## config.mk

```make
export PLATFORM = sky130hd
export DESIGN_NAME = vu_sample_ctrl
export DESIGN_NICKNAME = d
export VERILOG_FILES = /design/src/rtl/vu_sample_ctrl.sv
export SDC_FILE = /design/constraint.sdc
export NUM_CORES = 1
export LEC_CHECK = 0
export CAP_MARGIN = 20
export CORE_MARGIN = 2
export CORE_UTILIZATION = 46
export DETAILED_ROUTE_END_ITERATION = 10
export HOLD_SLACK_MARGIN = 0.06
export PLACE_DENSITY = 0.74
export SLEW_MARGIN = 0
export SYNTH_ARGS = -nofsm -noshare
export SYNTH_HDL_FRONTEND = slang
export SYNTH_SLANG_ARGS = --single-unit
```

## constraint.sdc

```tcl
create_clock -name clock -period 1.8 [get_ports clock]
set_clock_uncertainty 0.05 [all_clocks]
set_input_delay 0.18 -clock clock [delete_from_list [all_inputs] [get_ports clock]]
set_output_delay 0.18 -clock clock [all_outputs]
set_load 0.03 [all_outputs]
```

## src/rtl/vu_sample_ctrl.sv

```systemverilog
// VU-meter level sequencer: sample tick, ADC start/done handshake, peak-hold (VU_PEAK_HOLD_EN), timeout error.
// Latency: tick edge -> adc_start next cycle; adc_done edge -> reg_load/reg_data next cycle.
// No backpressure: ticks arriving while busy or in error are dropped; the tick counter keeps running.
module vu_sample_ctrl #(
  parameter int DW                 = 8,
  parameter int SAMPLE_DIV         = 1000,
  parameter int TIMEOUT            = 255,
  parameter int HOLD_SAMPLES       = 16,
  parameter logic [DW-1:0] ERR_CODE = 8'hFF
) (
  input  logic          clock,
  input  logic          reset,
  input  logic          enable,
  input  logic          adc_done,
  input  logic [DW-1:0] adc_data,
  input  logic          error_clr,
  output logic          adc_start,
  output logic          reg_enable,
  output logic          reg_load,
  output logic [DW-1:0] reg_data,
  output logic          error,
  output logic          busy
);

  localparam int TW = $clog2(SAMPLE_DIV);
  localparam int OW = $clog2(TIMEOUT + 1);

  localparam logic [2:0] S_IDLE   = 3'd0;
  localparam logic [2:0] S_START  = 3'd1;
  localparam logic [2:0] S_WAIT   = 3'd2;
  localparam logic [2:0] S_UPDATE = 3'd3;
  localparam logic [2:0] S_ERROR  = 3'd4;

  logic [2:0]    state;
  logic [TW-1:0] tick_cnt;
  logic [OW-1:0] to_cnt;
  logic          tick;
  logic [DW-1:0] level;

  assign tick       = enable && (tick_cnt == TW'(SAMPLE_DIV - 1));
  assign reg_enable = enable;
  assign adc_start  = (state == S_START);
  assign busy       = (state == S_START) || (state == S_WAIT) || (state == S_UPDATE);

  // Free-running sample divider; enable=0 freezes it rather than clearing it.
  always_ff @(posedge clock) begin
    if (reset) begin
      tick_cnt <= '0;
    end else if (enable) begin
      tick_cnt <= tick ? '0 : tick_cnt + 1'b1;
    end
  end

`ifdef VU_PEAK_HOLD_EN
  localparam int HW = $clog2(HOLD_SAMPLES + 1);

  logic [DW-1:0] peak;
  logic [HW-1:0] hold_cnt;
  logic          take;

  // A new sample replaces the peak if it is at least as loud or the hold has expired.
  assign take  = (adc_data >= peak) || (hold_cnt == '0);
  assign level = take ? adc_data : peak;

  always_ff @(posedge clock) begin
    if (reset) begin
      peak     <= '0;
      hold_cnt <= '0;
    end else if (state == S_WAIT && adc_done) begin
      peak     <= level;
      hold_cnt <= take ? HW'(HOLD_SAMPLES - 1) : hold_cnt - 1'b1;
    end else if (state == S_ERROR && error_clr) begin
      peak     <= '0;
      hold_cnt <= '0;
    end
  end
`else
  logic hold_unused;

  assign level       = adc_data;
  assign hold_unused = (HOLD_SAMPLES > 0);
`endif

  always_ff @(posedge clock) begin
    if (reset) begin
      state    <= S_IDLE;
      to_cnt   <= '0;
      reg_load <= 1'b0;
      reg_data <= {DW{1'b1}};
      error    <= 1'b0;
    end else begin
      reg_load <= 1'b0;
      case (state)
        S_IDLE: begin
          if (tick) state <= S_START;
        end
        S_START: begin
          to_cnt <= '0;
          state  <= S_WAIT;
        end
        S_WAIT: begin
          // A done arriving on the expiry cycle still counts as a good conversion.
          if (adc_done) begin
            reg_load <= 1'b1;
            reg_data <= level;
            state    <= S_UPDATE;
          end else if (to_cnt == OW'(TIMEOUT - 1)) begin
            error    <= 1'b1;
            reg_load <= 1'b1;
            reg_data <= ERR_CODE;
            state    <= S_ERROR;
          end else begin
            to_cnt <= to_cnt + 1'b1;
          end
        end
        S_UPDATE: begin
          state <= S_IDLE;
        end
        S_ERROR: begin
          if (error_clr) begin
            error <= 1'b0;
            state <= S_IDLE;
          end
        end
        default: begin
          state <= S_IDLE;
        end
      endcase
    end
  end

endmodule

```

==> impl_results.md, run 1 <==
- Number of instances in the placed design: 207
- First DRT Iteration DRCs: 65
- Seq cells post-synth: 31
- Post-layout minimum cycle time: 1713 ps
- Total Nets Final: 199
- Delay-heaviest family, CP: flip-flops
- Violations in the final reports: design-rule violations
- Top FF cell, synth: sky130_fd_sc_hd__dfxtp_1
- Count of buffering cells on the critical path with inverters included: 1
- Number of clock sinks: 31
- Iteration count of the initial detailed-routing pass: 7
- Power density over the cells: 737.0 mW/mm²
- Post-synth EDFFs: 0
- Final estimated routing congestion in global placement: 0.8354
- Synth Cell Area: 0.001384 mm²
- H-tree Lvls: 2
- Overflow left after global routing: 0
- Post-route total power: 1.335 mW
- Slew Limit Fails: 0
- Clock buffers created by TritonCTS: 5
- Final Cycle Share: 95.16%
- Number of antenna violations at the first check in global routing: 0
- Number of placed I/O pins: 26
- Cells after synthesis: 147
- Leakage dissipation: 0.6824 nW
- Start-to-end type of the worst setup path: reg -> out
- Portion of the post-synthesis area used by sequential elements: 44.85%
- Port Buf Inserts: 25
- Largest net degree at the start of global routing: 11
- Number of distinct standard cells referenced by the synthesized netlist: 39
- Worst path arrival time: 1480 ps
- Setup repair after global routing missed its margin: false
- Total die area: 0.003463 mm²
- Cell-by-cell trace of the critical path: nor3b_2, clkdlybuf4s15_1
- Number of setup violations in the final report: 0
- Fin Setup TNS: 0 ps
- Delay contributed by the slowest stage of the critical path: 480 ps
- Final Routed Wirelength: 3101 µm
- Final hold vios: 0
- CP endpoint kind: output pin
- Worst Max-Slew Pin Slew: 404.3 ps
- Cell with the most instances after synthesis: sky130_fd_sc_hd__dfxtp_1
- Drt via density: 5.521
- Effective utilization at floorplan: 49.33%
- Bufs on Longest Clock Path: 2
- Synth area leader: sky130_fd_sc_hd__dfxtp_1
- Setup Slack @ Placement: -114.6 ps
- Clock insertion delay at the later pin of the skew report: 340 ps
- Run status: complete, but fails checks
- Worst VDD drop: 0.0005369 V
- Top post-synthesis cells by area: sky130_fd_sc_hd__dfxtp_1, sky130_fd_sc_hd__nor2_1, sky130_fd_sc_hd__o22a_1
- Height of the die: 58.85 µm
- Routed wire length per instance: 14.42 µm
- Relative slew slack: 72.87%
- Count of max-cap constraint violations: 0
- Layout cells sized above 1: 14.67%
- Wire length of the first global-routing pass: 5319 µm
- Final setup margin: 87.16 ps
- CP max stage cell: sky130_fd_sc_hd__dfxtp_1
- Maximum fanout along the worst path: 6
- Antenna viol nets, final: 0
- Signed area change from the synthesized netlist to the final layout: 30.92%
- Placement-stage cell area: 0.001714 mm²
- Tot GR Track Use: 20.81%
- Syn avg cell area: 9.414 µm²
- Vias in the first global route: 1155
- Post-Layout Cell Count: 215
- Final standard cell area without fillers: 0.001812 mm²
- Row count: 19
- Maximum achievable frequency: 583.8 MHz
- Asr flop ratio synth: 0%
- Antenna diode count: 0
- Post-route DRC: 2
- Launching element type of the critical path: register
- HPWL after detailed placement: 2308 µm
- CTS Root Cell: sky130_fd_sc_hd__clkbuf_4
- Leading post-synthesis cells by instance count: sky130_fd_sc_hd__dfxtp_1, sky130_fd_sc_hd__nor2_1, sky130_fd_sc_hd__nand2_1
- Placeable core region: 0.002805 mm²
- Post-Synthesis Net Count: 163
- Path category of the worst min-delay check: in -> reg
- Clock edge transition at the registers on the reported setup and hold paths: 100 ps
- Vias post-DR: 1187
- Area share of the leading cell type in the synthesized netlist: 44.85%
- Data required time of the worst path: 1570 ps
- CTS tree: yes
- Count of yosys warnings during synthesis: 0
- Setup bufs post-CTS: 0
- Die width: 58.85 µm
per-stage QoR:
| step | hold WS (ps) | utilization (%) |
|---|---|---|
| floorplan | 208.4 | - |
| global placement | 414.1 | 61.11 |
| detailed placement | 420.5 | 61.11 |
| CTS | 364.3 | 64.09 |
| global route | 354.7 | 64.59 |
| finish | 372.8 | 64.59 |
final cells by class:
cell class / count / area (µm²)
clock inverters: 2 / 35.03
inverters: 2 / 7.507
clock buffers: 6 / 51.30
fillers: 241 / 993.5
well taps: 31 / 38.79
multi-input cells: 109 / 739.5
repair buffers: 34 / 316.6
flip-flops and latches: 31 / 623.1
layer usage:
layer	share of wire [%]	wire length [µm]	GRT usage, %
met1	46	1430	26.58
met2	46	1437	31.27
met5	0	0	0
met3	6.6	204	8.571
met4	0.94	29	8.117
cells by family after synthesis:
group | share of synthesized area [%]
and+or+nand+nor | 25.41
adders and majority gates | 2.713
xor gates and xnor gates | 6.963
muxes | 2.170
buffers and inverters | 2.803
AOI/OAI and AO/OA | 15.10
DFF | 44.85
repair_timing:
| action | CTS | global route |
|---|---|---|
| hold buffers | 0 | 0 |
| pin swaps | 0 | 1 |
| gates cloned | 0 | 0 |
| gates resized for setup | 3 | 5 |
| setup endpoints to repair | 5 | 11 |
cells in the final DEF, fill, tap and decap left out, types with 5 or more instances in the layout:
cell                              Yosys  layout
sky130_fd_sc_hd__nand4_1              5       5
sky130_fd_sc_hd__o22a_1               8       8
sky130_fd_sc_hd__clkdlybuf4s50_1      0      23
sky130_fd_sc_hd__xor2_1               8       8
sky130_fd_sc_hd__buf_4                1       9
sky130_fd_sc_hd__nor2_1              20      20
sky130_fd_sc_hd__nand2_1              9       9
sky130_fd_sc_hd__dfxtp_1             31      29
sky130_fd_sc_hd__clkbuf_4             0       5
sky130_fd_sc_hd__a21oi_1              8       7
final timing paths:
path                                   from     endpoint  slack (ps)  cells past startpoint
worst min-delay path            adc_data[2]  reg_data[2]         370                      2
worst max register to register     state[2]  reg_data[4]         110                      4
worst min register to register  reg_data[6]  reg_data[6]         440                      1
worst max-delay path               state[0]    adc_start          90                      2
sequential cells by signal, indices dropped and copies added (netlist names):
register,cells
state,3
error,1
reg_data,8
to_cnt,8
tick_cnt,10
reg_load,1
power breakdown:
group / leakage (nW) / switching, mW / internal [mW]
registers: 0.251 / 0.00342 / 0.689
clock network: 0.0482 / 0.249 / 0.328
logic: 0.383 / 0.0286 / 0.0375
Power figures use the tool's default switching activity.
==> run 2: changes to the inputs <==
==> constraint.sdc (replaced) <==
create_clock -name clock -period 1.8 [get_ports clock]
set_clock_uncertainty 0.05 [all_clocks]
set_input_delay 0.36 -clock clock [delete_from_list [all_inputs] [get_ports clock]]
set_output_delay 0.36 -clock clock [all_outputs]
set_load 0.03 [all_outputs]
==> impl_results.md, run 2 (synthesis gave the netlist of run 1 again) <==
- Run status: complete, but fails checks
- Violations in the final reports: design-rule violations
- Port Buf Inserts: 25 (unchanged)
- Clock network fraction of design power: 38.5% (-4.7 points)
- Overflow left after global routing: 0 (unchanged)
- Worst Max-Slew Pin Slew: 392.7 ps (-11.52 ps)
- Leading registers by flop count: tick_cnt: 10 flops, reg_data: 8 flops, to_cnt: 8 flops
- Post-layout minimum cycle time: 1759 ps (+46.33 ps)
- Path category of the worst min-delay check: reg -> reg
- Reg with most FFs: tick_cnt
- Layout cells sized above 1: 17.20% (+2.5 points)
- CTS Root Cell: sky130_fd_sc_hd__clkbuf_4
- Total die area: 0.003463 mm² (unchanged)
- Pint: 0.9550 mW (-9.4%)
- Reg2reg setup slack: 100 ps (about the same)
- Final Routed Wirelength: 3081 µm (-0.64%)
- Die width: 58.85 µm (unchanged)
- Iteration count of the initial detailed-routing pass: 7 (unchanged)
- Vias in the first global route: 1202 (+4.1%)
- Most common cell after layout, fill and taps aside: sky130_fd_sc_hd__dfxtp_1
- Worst path arrival time: 1350 ps (-130 ps)
- Slew Limit Fails: 0 (unchanged)
- Post-route DRC: 2 (unchanged)
- Maximum fanout along the worst path: 2 (-4)
- Fin Setup TNS: 0 ps (unchanged)
- Worst-case hold path end point: reg_data[5]
- Count of buffering cells on the critical path with inverters included: 1 (unchanged)
- Routed wire length per instance: 14.20 µm (-1.6%)
- Bufs on Longest Clock Path: 2 (unchanged)
- Total Nets Final: 201 (+1.0%)
- First DRT Iteration DRCs: 31 (-52%)
- Wire length of the first global-routing pass: 5106 µm (-4.0%)
- CTS tree: yes
- Largest net degree at the start of global routing: 11 (unchanged)
- Maximum achievable frequency: 568.4 MHz (-2.6%)
- Placeable core region: 0.002805 mm² (unchanged)
- Effective utilization at floorplan: 49.33% (unchanged)
- Power density over the cells: 673.5 mW/mm² (-8.6%)
- Comb pwr share: 5.4% (+0.5 points)
- Drt via density: 5.811 (+5.3%)
- Cell-by-cell trace of the critical path: clkdlybuf4s50_1
- Worst Setup SP: reg_data[2]
- Height of the die: 58.85 µm (unchanged)
- Fraction of power consumed by sequential logic: 56.1% (+4.3 points)
- Final-layout worst hold slack: 438.7 ps (+65.94 ps)
- Final estimated routing congestion in global placement: 0.8400 (+0.55%)
- Final Cycle Share: 97.73% (+2.6 points)
- Vias post-DR: 1261 (+6.2%)
- FF-to-FF Start: to_cnt[0]
- Final hold vios: 0 (unchanged)
- Tot GR Track Use: 19.33% (-1.5 points)
- Row count: 19 (unchanged)
- Clock buffers created by TritonCTS: 5 (unchanged)
- Endpoint of the worst register-to-register path: reg_data[0]
- CP max stage cell: sky130_fd_sc_hd__clkdlybuf4s50_1
- Total net switching power: 0.2779 mW (-1.1%)
- Clock insertion delay at the later pin of the skew report: 340 ps (about the same)
- Number of setup violations in the final report: 0 (unchanged)
- Antenna diode count: 0 (unchanged)
- Highest-count cells in the layout ignoring fill and taps: sky130_fd_sc_hd__dfxtp_1, sky130_fd_sc_hd__nor2_1, sky130_fd_sc_hd__clkdlybuf4s50_1
- Depth of the worst register-to-register path: 6 (+2)
- CP endpoint kind: output pin
- Antenna viol nets, final: 0 (unchanged)
- Max reg flops: 10 (unchanged)
- Worst VDD drop: 0.0005137 V (-4.3%)
- Clock edge transition at the registers on the reported setup and hold paths: 100 ps (about the same)
- Filler cells: 248 (+2.9%)
- Data required time of the worst path: 1390 ps (-180 ps)
- Number of antenna violations at the first check in global routing: 0 (unchanged)
- Delay-heaviest family, CP: buffers and inverters
- Cell count of the worst hold path: 1 (-1)
- Number of clock sinks: 31 (unchanged)
- H-tree Lvls: 2 (unchanged)
- Count of max-cap constraint violations: 0 (unchanged)
- Start-to-end type of the worst setup path: reg -> out
- Launching element type of the critical path: register
- Leakage dissipation: 0.6905 nW (+1.2%)
- HPWL after detailed placement: 2318 µm (+0.46%)
- Number of placed I/O pins: 26 (unchanged)
- Relative slew slack: 73.64% (+0.77 points)
- Launch point of the worst hold path: reg_data[5]
- Share of total power consumed by net switching: 22.54% (+1.5 points)
- Signed area change from the synthesized netlist to the final layout: 32.28%
- Delay contributed by the slowest stage of the critical path: 670 ps (+190 ps)
- Setup repair after global routing missed its margin: false
run 2: per-stage QoR:
step / setup WS (ps) / power (mW) / utilization, % / area [µm²] / instances
6_report: 40.82 / 1.233 / 65.25 / 1831 / 217
5_1_grt: 2.983 / 1.280 / 65.25 / 1831 / 217
4_1_cts: 0.2013 / 1.240 / 64.09 / 1798 / 217
3_5_place_dp: -253.5 / 0.7738 / 61.46 / 1724 / 209
3_3_place_gp: -184.8 / 0.7717 / 61.46 / 1724 / 209
2_1_floorplan: 119.3 / 0.7308 / - / 1389 / 147
run 2: power by group through the flow:
stage	Clock (mW)	Combinational (mW)	Sequential [mW]
6_report	0.475	0.0666	0.692
5_1_grt	0.515	0.0726	0.693
4_1_cts	0.482	0.0664	0.692
3_5_place_dp	0	0.0661	0.708
3_3_place_gp	0	0.0644	0.707
2_1_floorplan	0	0.0239	0.707
run 2: worst max-delay path by stage:
stage,to,depth (start not counted)
2_1_floorplan,to_cnt[7],5
3_3_place_gp,to_cnt[7],5
3_5_place_dp,to_cnt[7],5
4_1_cts,adc_start,3
5_1_grt,reg_data[2],1
6_report,reg_data[2],1
run 2: timing repair:
action                                  CTS  global route
gates resized for setup                   3            14
hold buffers                              0             0
gates cloned                              0             0
setup buffers                             0             0
endpoints found under the setup margin    1            22
pin swaps                                 0             1
run 2: final cells by class:
cell class / count / area (µm²) / area share, %
well taps: 31 / 38.79 / 2.119
inverters: 2 / 7.507 / 0.4101
clock buffers: 7 / 65.06 / 3.554
flip-flops and latches: 31 / 624.3 / 34.11
repair buffers: 36 / 349.1 / 19.07
clock inverters: 1 / 7.507 / 0.4101
multi-input cells: 109 / 738.2 / 40.33
run 2: per-layer routing:
| layer | vias to the layer above | global-route usage [%] | share of wire, % |
|---|---|---|---|
| met5 | - | 0 | 0 |
| li1 | 603 | - | - |
| met4 | 0 | 7.143 | 1.4 |
| met1 | 607 | 22.15 | 44 |
| met3 | 7 | 7.253 | 6.7 |
| met2 | 44 | 32.70 | 48 |
